**src/rtl/csr_pipe_pkg.sv**
```systemverilog
// Shared types for the CSR read-modify-write pipeline: op codes, privilege levels, slot layout.
package csr_pipe_pkg;

  typedef enum logic [2:0] {
    NONE = 3'd0,
    RW   = 3'd1,
    RS   = 3'd2,
    RC   = 3'd3,
    RWI  = 3'd4,
    RSI  = 3'd5,
    RCI  = 3'd6
  } csr_op_e;

  localparam logic [1:0] PRIV_U  = 2'd0;
  localparam logic [1:0] PRIV_S  = 2'd1;
  localparam logic [1:0] PRIV_M  = 2'd3;
  localparam logic [1:0] RO_BITS = 2'b11;

  // Widest supported XLEN; narrower instances use the low bits only.
  localparam int SLOT_DW = 64;

  typedef struct packed {
    logic               valid;
    logic [11:0]        waddr;
    logic [SLOT_DW-1:0] wdata;
  } slot_t;

  function automatic logic op_is_imm(input csr_op_e op);
    return (op == RWI) || (op == RSI) || (op == RCI);
  endfunction

endpackage

```
**src/rtl/csr_op_alu.sv**
```systemverilog
// Combinational CSR read-modify-write: new value and write-enable from op, old value and source.
module csr_op_alu
  import csr_pipe_pkg::*;
#(
  parameter int XLEN = 32
) (
  input  logic [2:0]      i_op,
  input  logic [XLEN-1:0] i_old,
  input  logic [XLEN-1:0] i_src,
  input  logic            i_no_src,
  output logic [XLEN-1:0] o_new,
  output logic            o_write
);

  always_comb begin
    o_new   = i_old;
    o_write = 1'b0;
    case (csr_op_e'(i_op))
      RW, RWI: begin
        o_new   = i_src;
        o_write = 1'b1;
      end
      // Set/clear with a zero source is a pure read and must not write.
      RS, RSI: begin
        o_new   = i_old | i_src;
        o_write = !i_no_src;
      end
      RC, RCI: begin
        o_new   = i_old & ~i_src;
        o_write = !i_no_src;
      end
      default: begin
        o_new   = i_old;
        o_write = 1'b0;
      end
    endcase
  end

endmodule

```
**src/rtl/csr_bypass_pipe.sv**
```systemverilog
// CSR RMW pipeline with a DEPTH-slot in-flight write queue; reads forward from the youngest
// matching slot, results are registered one cycle after issue, writes commit from the last slot.
module csr_bypass_pipe
  import csr_pipe_pkg::*;
#(
  parameter int XLEN  = 32,
  parameter int DEPTH = 2
) (
  input  logic            clk,
  input  logic            rst,
  input  logic            stall,
  input  logic            flush,
  input  logic [1:0]      priv,
  input  logic            in_valid,
  input  logic [2:0]      in_op,
  input  logic [11:0]     in_addr,
  input  logic [XLEN-1:0] in_rs1,
  input  logic [4:0]      in_zimm,
  input  logic            in_rs1_is_x0,
  input  logic            in_rd_is_x0,
  output logic [11:0]     file_raddr,
  input  logic [XLEN-1:0] file_rdata,
  output logic            file_wen,
  output logic [11:0]     file_waddr,
  output logic [XLEN-1:0] file_wdata,
  output logic            out_valid,
  output logic [XLEN-1:0] out_old,
  output logic            out_illegal
);

  csr_op_e         w_op;
  logic            w_imm;
  logic            w_issue;
  logic            w_no_src;
  logic            w_write;
  logic            w_illegal;
  logic            w_hold;
  logic [XLEN-1:0] w_src;
  logic [XLEN-1:0] w_old;
  logic [XLEN-1:0] w_new;
  logic            w_unused;

  slot_t           r_slot [DEPTH];
  logic            r_out_valid;
  logic            r_out_illegal;
  logic [XLEN-1:0] r_out_old;

  assign w_op     = csr_op_e'(in_op);
  assign w_imm    = op_is_imm(w_op);
  assign w_issue  = in_valid && (w_op != NONE) && !stall && !flush;
  assign w_src    = w_imm ? XLEN'(in_zimm) : in_rs1;
  assign w_no_src = w_imm ? (in_zimm == 5'd0) : in_rs1_is_x0;
  assign w_hold   = stall && !flush;

  // Oldest slot is applied first so the youngest match overrides it.
  always_comb begin
    w_old = file_rdata;
    for (int k = DEPTH - 1; k >= 0; k--) begin
      if (r_slot[k].valid && (r_slot[k].waddr == in_addr)) begin
        w_old = r_slot[k].wdata[XLEN-1:0];
      end
    end
  end

  csr_op_alu #(.XLEN(XLEN)) u_alu (
    .i_op     (in_op),
    .i_old    (w_old),
    .i_src    (w_src),
    .i_no_src (w_no_src),
    .o_new    (w_new),
    .o_write  (w_write)
  );

  assign w_illegal = (in_addr[9:8] > priv) || (w_write && (in_addr[11:10] == RO_BITS));

  always_ff @(posedge clk) begin
    if (rst) begin
      for (int k = 0; k < DEPTH; k++) begin
        r_slot[k].valid <= 1'b0;
      end
      r_out_valid   <= 1'b0;
      r_out_illegal <= 1'b0;
      r_out_old     <= '0;
    end else if (flush) begin
      for (int k = 0; k < DEPTH; k++) begin
        r_slot[k].valid <= 1'b0;
      end
      r_out_valid   <= 1'b0;
      r_out_illegal <= 1'b0;
    end else if (!stall) begin
      for (int k = DEPTH - 1; k > 0; k--) begin
        r_slot[k] <= r_slot[k-1];
      end
      r_slot[0].valid <= w_issue && w_write && !w_illegal;
      r_slot[0].waddr <= in_addr;
      r_slot[0].wdata <= SLOT_DW'(w_new);
      r_out_valid     <= w_issue;
      r_out_illegal   <= w_issue && w_illegal;
      if (w_issue) begin
        r_out_old <= w_illegal ? '0 : w_old;
      end
    end
  end

  // A flush edge still retires the last slot; only a plain stall or reset blocks the commit.
  assign file_wen    = r_slot[DEPTH-1].valid && !w_hold && !rst;
  assign file_waddr  = r_slot[DEPTH-1].waddr;
  assign file_wdata  = r_slot[DEPTH-1].wdata[XLEN-1:0];
  assign file_raddr  = in_addr;
  assign out_valid   = r_out_valid;
  assign out_old     = r_out_old;
  assign out_illegal = r_out_illegal;

  // rd=x0 only tags the result downstream; slot data above XLEN is never read.
  always_comb begin
    w_unused = in_rd_is_x0;
    for (int k = 0; k < DEPTH; k++) begin
      w_unused = w_unused ^ (^r_slot[k].wdata);
    end
  end

endmodule

```
**config.mk**
```make
export PLATFORM = sky130hd
export DESIGN_NAME = csr_bypass_pipe
export DESIGN_NICKNAME = d
export VERILOG_FILES = /design/src/rtl/csr_pipe_pkg.sv /design/src/rtl/csr_op_alu.sv /design/src/rtl/csr_bypass_pipe.sv
export SDC_FILE = /design/constraint.sdc
export NUM_CORES = 1
export LEC_CHECK = 0
export CAP_MARGIN = 10
export CELL_PAD_IN_SITES_DETAIL_PLACEMENT = 1
export CELL_PAD_IN_SITES_GLOBAL_PLACEMENT = 1
export CORE_ASPECT_RATIO = 0.9
export CORE_MARGIN = 4
export CORE_UTILIZATION = 39
export CTS_BUF_LIST = sky130_fd_sc_hd__clkbuf_8
export DETAILED_ROUTE_END_ITERATION = 12
export PLACE_DENSITY = 0.94
export SKIP_LAST_GASP = 1
export SLEW_MARGIN = 15
export SYNTH_ARGS = -nofsm -noshare
export SYNTH_HDL_FRONTEND = slang
export SYNTH_SLANG_ARGS = --single-unit
```
**constraint.sdc**
```tcl
create_clock -name clk -period 4.9 [get_ports clk]
set_input_delay 0.98 -clock clk [delete_from_list [all_inputs] [get_ports clk]]
set_output_delay 0.98 -clock clk [all_outputs]
set_load 0.005 [all_outputs]
```
==> results.tsv <==
metric	value	unit
power.total	2.45	mW
hold_class	reg2reg	
die_x	152	um
finalWirelength	20.8	mm
die_h	138	um
vias	5581	
fillers	2033	
ys_ff_latch	124	
fin_util	50.5	%
finalCritPeriodShare	68.2	%
drcViolationCount	0	
clock_sinks	124	
placementRows	47	
antenna_left	0	
ys_seq_area_share	46.5	%
initial_utilization	39.7	%
peakVddDrop	0.145	mV
startpoint_type	input pin	
clock_latency	0.44	ns
ios	184	
dpl_cell_area	8880	um2
rrSetupSlack	2.33	ns
crit_chain	clkdlybuf4s50_1, nor2b_1, nor3b_1, clkdlybuf4s50_1	
coreArea	18300	um2
synthFlopType	edfxtp_1	
path_delay_family	buffers and inverters	
vias_per_cell	5.12	
fmax	299	MHz
synthArstFlopShare	0	%
clock_path_buffers	2	
drv_cap	0	
clockRootBuffer	clkbuf_8	
cts_buffers	17	
cts.clk_slew.worst_paths	0.07	ns
final_area	9270	um2
hold_viol_final	0	
postCtsSetupBuffers	0	
grtUsageTotal	19.6	%
skew	0.0197	ns
drive_gt1_share	14.0	%
drtIter0Drc	208	
relSlewSlack	25.4	%
final_max_slew_viol_count	0	
placed_cells	1058	
synth_edf_count	90	
gp_congestion	0.802	
rsz0062_at_grt	false	
end_kind	output port	
port_buffers	182	
syn-num-nets	817	
syn_inst	722	
worstSetupPathType	in2out	
worstPathArrival	2.36	ns
overflow	0	
outcome	finished, final reports clean	
grt_max_degree	109	
worst_slew_pin_slew	1.12	ns
cts_resized	0	
antenna_found_initial	0	
post_drt_wl_per_cell	19.1	um
hpwl	14.5	mm
ys_types	43	
htree_levels	4	
final_nets	927	
pwr_density_cell	264	nW/um2
syn_to_final_growth	27.3	%
dieArea	20900	um2
grt_pass1_vias	5944	
grt_pass1_wl	32.4	mm
cts_hold_repair.buffers	0	
finalNonFillerCells	1090	
setup_viol	0	
setup_tns	0	ns
period_minus_slack	3.34	ns
synth_warnings	0	
critPathBufInv	2	
cts_tree	built	
critPathMaxStageDelay	0.55	ns
dr.pass1.iters	5	
required	3.92	ns
synth_area_per_cell	10.1	um2
p_leak	3.29	nW
worstPathMaxFanout	4	
antennaDiodeCount	0	
netlist_area	7280	um2
path_common_cell	clkdlybuf4s50_1	
slowest_stage	clkdlybuf4s50_1	
-- through the flow --
stage               hold slack [ns]  setup slack (ns)
floorplan                     0.439             0.381
global placement              0.436              1.21
detailed placement            0.442              1.11
CTS                           0.458              1.57
global route                  0.478              1.48
finish                        0.455              1.56
-- where the power goes --
part           leakage [nW]  switching, mW  internal [mW]
Clock                 0.203          0.429          0.493
Sequential             1.18         0.0156           1.16
Combinational          1.91          0.174          0.177
Total                  3.29          0.619           1.83
-- layout make-up --
cell class | instances | area (um2) | share of cell area [%]
repair buffers | 191 | 1890 | 20.4
multi-input cells | 465 | 3170 | 34.2
well taps | 245 | 307 | 3.31
clock buffers | 17 | 234 | 2.52
flip-flops and latches | 124 | 3380 | 36.5
clock inverters | 15 | 158 | 1.70
inverters | 33 | 124 | 1.34
-- per-layer routing --
metal	up-vias	part of all wire, %	global-route usage (%)
met5	-	0	0
met4	0	1.2	5.14
met3	16	4.1	4.59
met2	135	51	35.0
met1	2741	44	24.0
li1	2689	-	-
-- worst min-delay path: stages, from the launching register on --
cell	delay (ns)
dfxtp_1	0.32
nand2_1	0.06
o21ai_2	0.05
-- registers in the layout (all words and copies together), names as in the netlist --
signal / count
out_illegal: 1
out_old: 32
r_slot: 90
out_valid: 1
-- placed cells by master (no fill, tap or decap), types with 3 or more instances in the layout --
| master | count |
|---|---|
| clkdlybuf4s50_1 | 180 |
| edfxtp_1 | 90 |
| nand2_1 | 76 |
| and2_1 | 46 |
| o21ai_0 | 44 |
| inv_1 | 35 |
| o21ai_2 | 35 |
| dfxtp_1 | 34 |
| nor2_1 | 32 |
| a21oi_1 | 29 |
| nand2b_1 | 28 |
| xor2_1 | 27 |
| xnor2_1 | 24 |
| o21ai_1 | 19 |
| a221oi_2 | 19 |
| clkbuf_8 | 17 |
| mux2_2 | 16 |
| mux2_1 | 10 |
| a221oi_1 | 8 |
| buf_4 | 8 |
| a31oi_1 | 5 |
| a22oi_1 | 5 |
| a31o_1 | 5 |
| a22o_1 | 5 |
| nand4_1 | 4 |
| nor2b_1 | 4 |
| clkinv_2 | 4 |
| or4_1 | 3 |
| bufinv_16 | 3 |
-- path summary, 6_finish.rpt --
path | startpoint | end | cells past startpoint
min reg2reg | out_old[17] | out_old[17] | 2
max reg2reg | r_slot[1][71] | r_slot[0][29] | 6
max | stall | file_wen | 4
min | out_old[17] | out_old[17] | 2
-- synthesized netlist by cell type (2+ instances only) --
cell / number / area, um2
o21ai_0: 44 / 220
mux2_1: 10 / 113
a22o_1: 5 / 43.8
a31o_1: 5 / 43.8
nor2_1: 34 / 128
dfxtp_1: 34 / 681
nor2b_1: 4 / 25.0
buf_6: 3 / 33.8
nand2b_1: 28 / 175
and2_1: 46 / 288
clkbuf_1: 30 / 113
buf_4: 58 / 435
nand3_1: 2 / 10.0
nand2_1: 76 / 285
xor2_1: 27 / 236
edfxtp_1: 90 / 2700
mux2_2: 16 / 180
nor4_4: 2 / 42.5
or4_1: 3 / 22.5
buf_1: 2 / 7.51
ha_1: 2 / 25.0
xnor2_1: 24 / 210
a221oi_2: 19 / 285
a21oi_1: 29 / 145
o21ai_1: 19 / 95.1
o21ai_2: 35 / 307
a31oi_1: 5 / 31.3
buf_2: 7 / 35.0
a221oi_1: 8 / 70.1
a22oi_1: 5 / 37.5
nor3_1: 3 / 15.0
nand4_1: 4 / 25.0
inv_1: 33 / 124
-- cells by family (layout without fill, tap and decap cells) --
logic type	Yosys count	in the layout	share of synthesized area, %
AO/OA/AOI/OAI	178	178	18.2
XOR/XNOR	51	51	6.13
adder cells (fa/ha/maj)	2	2	0.344
buffers and inverters	133	256	10.3
flip-flops	124	124	46.5
multiplexers	27	27	4.23
AND/OR/NAND/NOR	207	207	14.4
Power figures use the tool's default switching activity.
